==> src/rtl/alu_mp_seq.sv <==
// alu_mp_seq: multi-precision sequencer wrapped around an 8-bit combinational alu.
// Accepts one wide operation and breaks it into byte-wide alu passes. It chains
// carry/borrow and cross-byte shift bits, then assembles the wide result and the
// final carry.
//   clk, rst              clock, asynchronous active-high reset
//   in_valid/in_ready     request handshake; in_a, in_b, in_op are the request
//   out_valid/out_ready   response handshake; out_result, out_carry are the response
//   alu_a/alu_b/alu_op    drive the external alu (registered)
//   alu_result/alu_carry  alu outputs, sampled in the same cycle they are driven
module alu_mp_seq #(
    parameter int NBYTES = 4
) (
    input  logic                  clk,
    input  logic                  rst,
    input  logic                  in_valid,
    output logic                  in_ready,
    input  logic [8*NBYTES-1:0]   in_a,
    input  logic [8*NBYTES-1:0]   in_b,
    input  logic [2:0]            in_op,
    output logic                  out_valid,
    input  logic                  out_ready,
    output logic [8*NBYTES-1:0]   out_result,
    output logic                  out_carry,
    output logic [7:0]            alu_a,
    output logic [7:0]            alu_b,
    output logic [2:0]            alu_op,
    input  logic [7:0]            alu_result,
    input  logic                  alu_carry
);
    localparam int W  = 8 * NBYTES;
    localparam int IW = (NBYTES > 1) ? $clog2(NBYTES) : 1;
    localparam logic [IW-1:0] ILAST = IW'(NBYTES - 1);

    localparam logic [2:0] OP_ADD = 3'b000, OP_SUB = 3'b001, OP_SHL = 3'b110, OP_SHR = 3'b111;

    typedef enum logic [1:0] {IDLE, PASS1, PASS2, DONE} state_t;

    state_t         state;
    logic [W-1:0]   a_q, b_q;
    logic [2:0]     op_q;
    logic [IW-1:0]  idx;
    logic           cf;      // chain flag: carry, borrow or shifted-in bit
    logic           c1;      // PASS1 carry / no-borrow of the current byte
    logic [7:0]     byte_v;
    logic           cf_nxt;
    logic           last;
    logic [IW-1:0]  idx_nxt;
    logic           arith;

    assign arith = (op_q == OP_ADD) || (op_q == OP_SUB);

    // Byte produced this cycle and the chain flag it leaves behind.
    always_comb begin
        byte_v = alu_result;
        cf_nxt = cf;
        if (state == PASS2) begin
            cf_nxt = (op_q == OP_ADD) ? (c1 | alu_carry) : ~(c1 & alu_carry);
        end else if (op_q == OP_SHL) begin
            byte_v = alu_result | {7'b0, cf};
            cf_nxt = a_q[int'(idx)*8 + 7];
        end else if (op_q == OP_SHR) begin
            byte_v = alu_result | {cf, 7'b0};
            cf_nxt = a_q[int'(idx)*8];
        end
    end

    // SHR walks bytes from the top down so the shifted-in bit comes from above.
    assign last    = (op_q == OP_SHR) ? (idx == '0) : (idx == ILAST);
    assign idx_nxt = (op_q == OP_SHR) ? idx - 1'b1 : idx + 1'b1;

    always_ff @(posedge clk or posedge rst) begin
        if (rst) begin
            state      <= IDLE;
            in_ready   <= 1'b1;
            out_valid  <= 1'b0;
            out_result <= '0;
            out_carry  <= 1'b0;
            alu_a      <= '0;
            alu_b      <= '0;
            alu_op     <= '0;
            a_q        <= '0;
            b_q        <= '0;
            op_q       <= '0;
            idx        <= '0;
            cf         <= 1'b0;
            c1         <= 1'b0;
        end else begin
            case (state)
                IDLE: begin
                    if (in_valid) begin
                        a_q      <= in_a;
                        b_q      <= in_b;
                        op_q     <= in_op;
                        cf       <= 1'b0;
                        in_ready <= 1'b0;
                        alu_op   <= in_op;
                        if (in_op == OP_SHR) begin
                            idx   <= ILAST;
                            alu_a <= in_a[W-1 -: 8];
                        end else begin
                            idx   <= '0;
                            alu_a <= in_a[7:0];
                        end
                        // b only matters for the two-operand ops
                        alu_b <= (in_op < 3'b101) ? in_b[7:0] : 8'h00;
                        state <= PASS1;
                    end
                end
                PASS1, PASS2: begin
                    if (state == PASS1 && arith) begin
                        // Second pass folds the incoming carry/borrow into this byte.
                        c1    <= alu_carry;
                        alu_a <= alu_result;
                        alu_b <= {7'b0, cf};
                        state <= PASS2;
                    end else begin
                        out_result[int'(idx)*8 +: 8] <= byte_v;
                        cf <= cf_nxt;
                        if (last) begin
                            out_valid <= 1'b1;
                            out_carry <= (op_q == OP_SUB) ? ~cf_nxt :
                                         (arith || op_q == OP_SHL || op_q == OP_SHR) ? cf_nxt : 1'b0;
                            alu_a     <= '0;
                            alu_b     <= '0;
                            alu_op    <= '0;
                            state     <= DONE;
                        end else begin
                            idx    <= idx_nxt;
                            alu_a  <= a_q[int'(idx_nxt)*8 +: 8];
                            alu_b  <= (op_q < 3'b101) ? b_q[int'(idx_nxt)*8 +: 8] : 8'h00;
                            alu_op <= op_q;
                            state  <= PASS1;
                        end
                    end
                end
                DONE: begin
                    if (out_ready) begin
                        out_valid <= 1'b0;
                        in_ready  <= 1'b1;
                        state     <= IDLE;
                    end
                end
                default: state <= IDLE;
            endcase
        end
    end
endmodule

==> config.mk <==
export PLATFORM = sky130hd
export DESIGN_NAME = alu_mp_seq
export DESIGN_NICKNAME = d
export VERILOG_FILES = /design/src/rtl/alu_mp_seq.sv
export SDC_FILE = /design/constraint.sdc
export NUM_CORES = 1
export LEC_CHECK = 0
export ABC_CLOCK_PERIOD_IN_PS = 4800
export BUFFER_PORTS_ARGS = -buffer_cell sky130_fd_sc_hd__buf_2
export CAP_MARGIN = 25
export CORE_MARGIN = 2
export CORE_UTILIZATION = 54
export CTS_CLUSTER_DIAMETER = 30
export DETAILED_ROUTE_END_ITERATION = 10
export PLACE_DENSITY = 0.79
export SLEW_MARGIN = 15
export SYNTH_ARGS = -nofsm -noshare
export SYNTH_HDL_FRONTEND = slang
export SYNTH_SLANG_ARGS = --single-unit
==> constraint.sdc <==
create_clock -name clk -period 4.8 [get_ports clk]
set_input_delay 0.96 -clock clk [delete_from_list [all_inputs] [get_ports clk]]
set_output_delay 0.96 -clock clk [all_outputs]
set_load 0.1 [all_outputs]
==> qor.csv <==
stage,metric,value,unit
status,status,finished clean,
critical_path,worstSetupPathType,reg -> reg,
run,cap_violations,0,
drt,first_pass_iters,5,
critical_path,reg2reg_slack,1740,ps
clocking,htree_levels,4,
clocking,clock-sinks,127,
synthesis,ys.flop_type,dfrtp_1,
cells_and_area,fill_cells,800,
critical_path,ff2ff_path_depth,6,
clocking,hold_buffers,0,
timing,slew_viol_final,0,
worst_hold_path,hold-path-cell-count,2,
timing,finalHoldViolations,0,
worst_hold_path,min_from,out_result[20]$_DFFE_PP0P_,
drt,wl_per_cell,18.10,um
cells_and_area,area_delta_synth_final,23.22,%
floorplanning,initial_core_util,0.5569,
grt,first_global_vias,4620,
timing,rsz0062_at_grt,no,
synthesis,synth_top_family_by_area,multiplexers,
clocking,cts_tree,done,
timing,period_needed,3063,ps
critical_path,cp_data_required_time,5230,ps
cells_and_area,layout-drive-gt1-share,0.3812,
synthesis,avgSynthCellArea,11.46,um2
clocking,ctsResizeCount,0,
critical_path,arrival,3490,ps
placed_design,portBuffers,133,
synthesis,synth_mux_area_frac,0.2053,
timing,maxSlewHeadroom,0.3178,
timing,setup-violations-final,0,
floorplanning,die_height,110.0,um
placed_design,place_hpwl,10180,um
clocking,cts_root_buf,clkbuf_8,
clocking,post-cts-setup-buffers,0,
drt,num_vias,4694,
grt,grtUsageTotal,0.2523,
grt,grt_pass1_wl,23010,um
timing,max_freq,326.5,MHz
timing,period_share,0.6381,
drt,routed_via_density,5.795,
synthesis,yosys.area_share.simple,0.1024,
synthesis,yosys_warnings,0,
cells_and_area,multi_input_area,2739,um2
clocking,clockBufferDepth,2,
timing,fin_skew,8.947,ps
floorplanning,die_area,12090,um2
worst_hold_path,worstHoldEndpoint,out_result[20]$_DFFE_PP0P_,
drt,first_iter_violations,368,
drt,ant_nets,0,
cells_and_area,nets,746,
synthesis,yosysSeqAreaShare,0.5243,
critical_path,startpoint,idx[0]$_DFFE_PP0P_,
cells_and_area,most-common-layout-cells,"buf_2 (133), dfrtp_1 (126), nand2_1 (82), mux2_2 (68), o21ai_0 (42)",
timing,finalSetupTns,0,ps
clocking,clkLatencyLatePin,530,ps
floorplanning,core-area,10890,um2
synthesis,synth_area,6063,um2
placed_design,gp_routability_congestion,0.8896,
synthesis,synth-xor-area-share,0.004127,
cells_and_area,seq_area,3179,um2
drt,drc,0,
critical_path,worst-path-max-fanout,16,
worst_hold_path,hold_class,reg -> reg,
cells_and_area,final_common_cell,buf_2,
grt,grt_max_degree,128,
grt,antenna_found_initial,1,
clocking,cts.clk_slew.worst_paths,60,ps
critical_path,worstReg2RegStart,idx[0]$_DFFE_PP0P_,
synthesis,syn_nets,619,
timing,worst_slew_pin_slew,1021,ps
synthesis,synth_adder_area_share,0.02064,
floorplanning,die_w,110.0,um
drt,wl,14660,um
synthesis,synth-edff-count,0,
floorplanning,row_count,38,
grt,overflow,0,
synthesis,ys_ff_latch,127,
synthesis,synth.distinct_cells,50,
synthesis,async_flop_share,1.000,
critical_path,endpoint_kind,flop,
floorplanning,io_pins,134,
synthesis,syn_inst,529,
synthesis,synth-compound-area-share,0.1154,
critical_path,crit-reg2reg-capture,alu_a[2]$_DFFE_PP0P_,
critical_path,cp-start-kind,flop,
clocking,cts_buffers,17,
final cells by class:
class / count / area share
clock inverter: 12 / 0.02445
clock buffer: 20 / 0.06096
inverter: 7 / 0.003852
sequential: 127 / 0.4256
antenna: 1 / 0.0003350
timing repair buffer: 137 / 0.09479
tap: 140 / 0.02345
multi-input combinational: 366 / 0.3666
cell families after synthesis:
family / count (synthesis)
AOI/OAI and AO/OA: 109
xor gates and xnor gates: 2
adders and majority gates: 10
buffers and inverters: 36
DFF: 127
muxes: 103
and+or+nand+nor: 142
worst max path at each step:
stage	end	slack (ps)	depth (start not counted)
2_1_floorplan	a_q[0]$_DFFE_PP0P_	460	1
3_3_place_gp	alu_a[3]$_DFFE_PP0P_	2020	6
3_5_place_dp	alu_a[4]$_DFFE_PP0P_	1860	6
4_1_cts	alu_a[2]$_DFFE_PP0P_	1820	6
5_1_grt	alu_a[2]$_DFFE_PP0P_	1570	6
6_report	alu_a[2]$_DFFE_PP0P_	1740	6
per-stage QoR:
step,util,setup WS [ps],area [um2],hold slack [ps],std cells
after floorplan,-,457.4,6063,470.4,529
after global placement,0.6270,2015,6827,457.0,777
after detailed placement,0.6270,1858,6827,465.2,777
after CTS,0.6856,1817,7465,478.2,809
after global routing,0.6862,1567,7471,507.3,810
final,0.6862,1737,7471,474.5,810
state kept, by name, summed over array words and instances, names as in the netlist:
name	count
state	2
out_valid	1
out_result	32
op_q	3
idx	2
c1	1
cf	1
alu_b	8
out_carry	1
alu_op	3
a_q	32
alu_a	8
in_ready	1
b_q	32
layer usage:
layer	vias up	share of wire	wire [um]	GRT usage
li1	2174	-	-	-
met1	2309	0.41	6075	0.3222
met2	190	0.50	7373	0.4145
met3	21	0.066	964	0.06402
met4	0	0.017	249	0.09494
met5	-	0	0	0
critical path, stage by stage, from the launching register on:
cell      delay (ps)
dfrtp_1          750
inv_1            520
ha_1             410
mux2i_1          250
and2_1           370
nand3_1          330
o221ai_1         320
synthesized netlist by cell type, types with 2 or more instances:
cell	n	area (um2)
nor2_1	27	101.4
mux2_2	68	765.7
buf_2	6	30.03
mux4_2	9	202.7
nor2b_1	3	18.77
o21a_1	2	15.01
dfrtp_1	126	3153
a22oi_1	9	67.56
clkbuf_1	11	41.29
nor3b_1	5	37.54
buf_1	9	33.78
a22o_1	8	70.07
ha_1	10	125.1
nor3_1	7	35.03
o21ai_1	5	25.02
nand3_1	7	35.03
a21oi_1	12	60.06
nand2_1	83	311.6
o31ai_1	2	15.01
a31oi_1	5	31.28
buf_6	2	22.52
and2_1	2	12.51
o221ai_1	6	52.55
o211ai_1	7	52.55
inv_1	7	26.28
mux2i_1	25	250.2
a311oi_1	2	17.52
o21ai_0	42	210.2
Power is left out: the tool's default activity adds up to more than one toggle a clock period on the data nets, which glitch-free logic cannot reach.
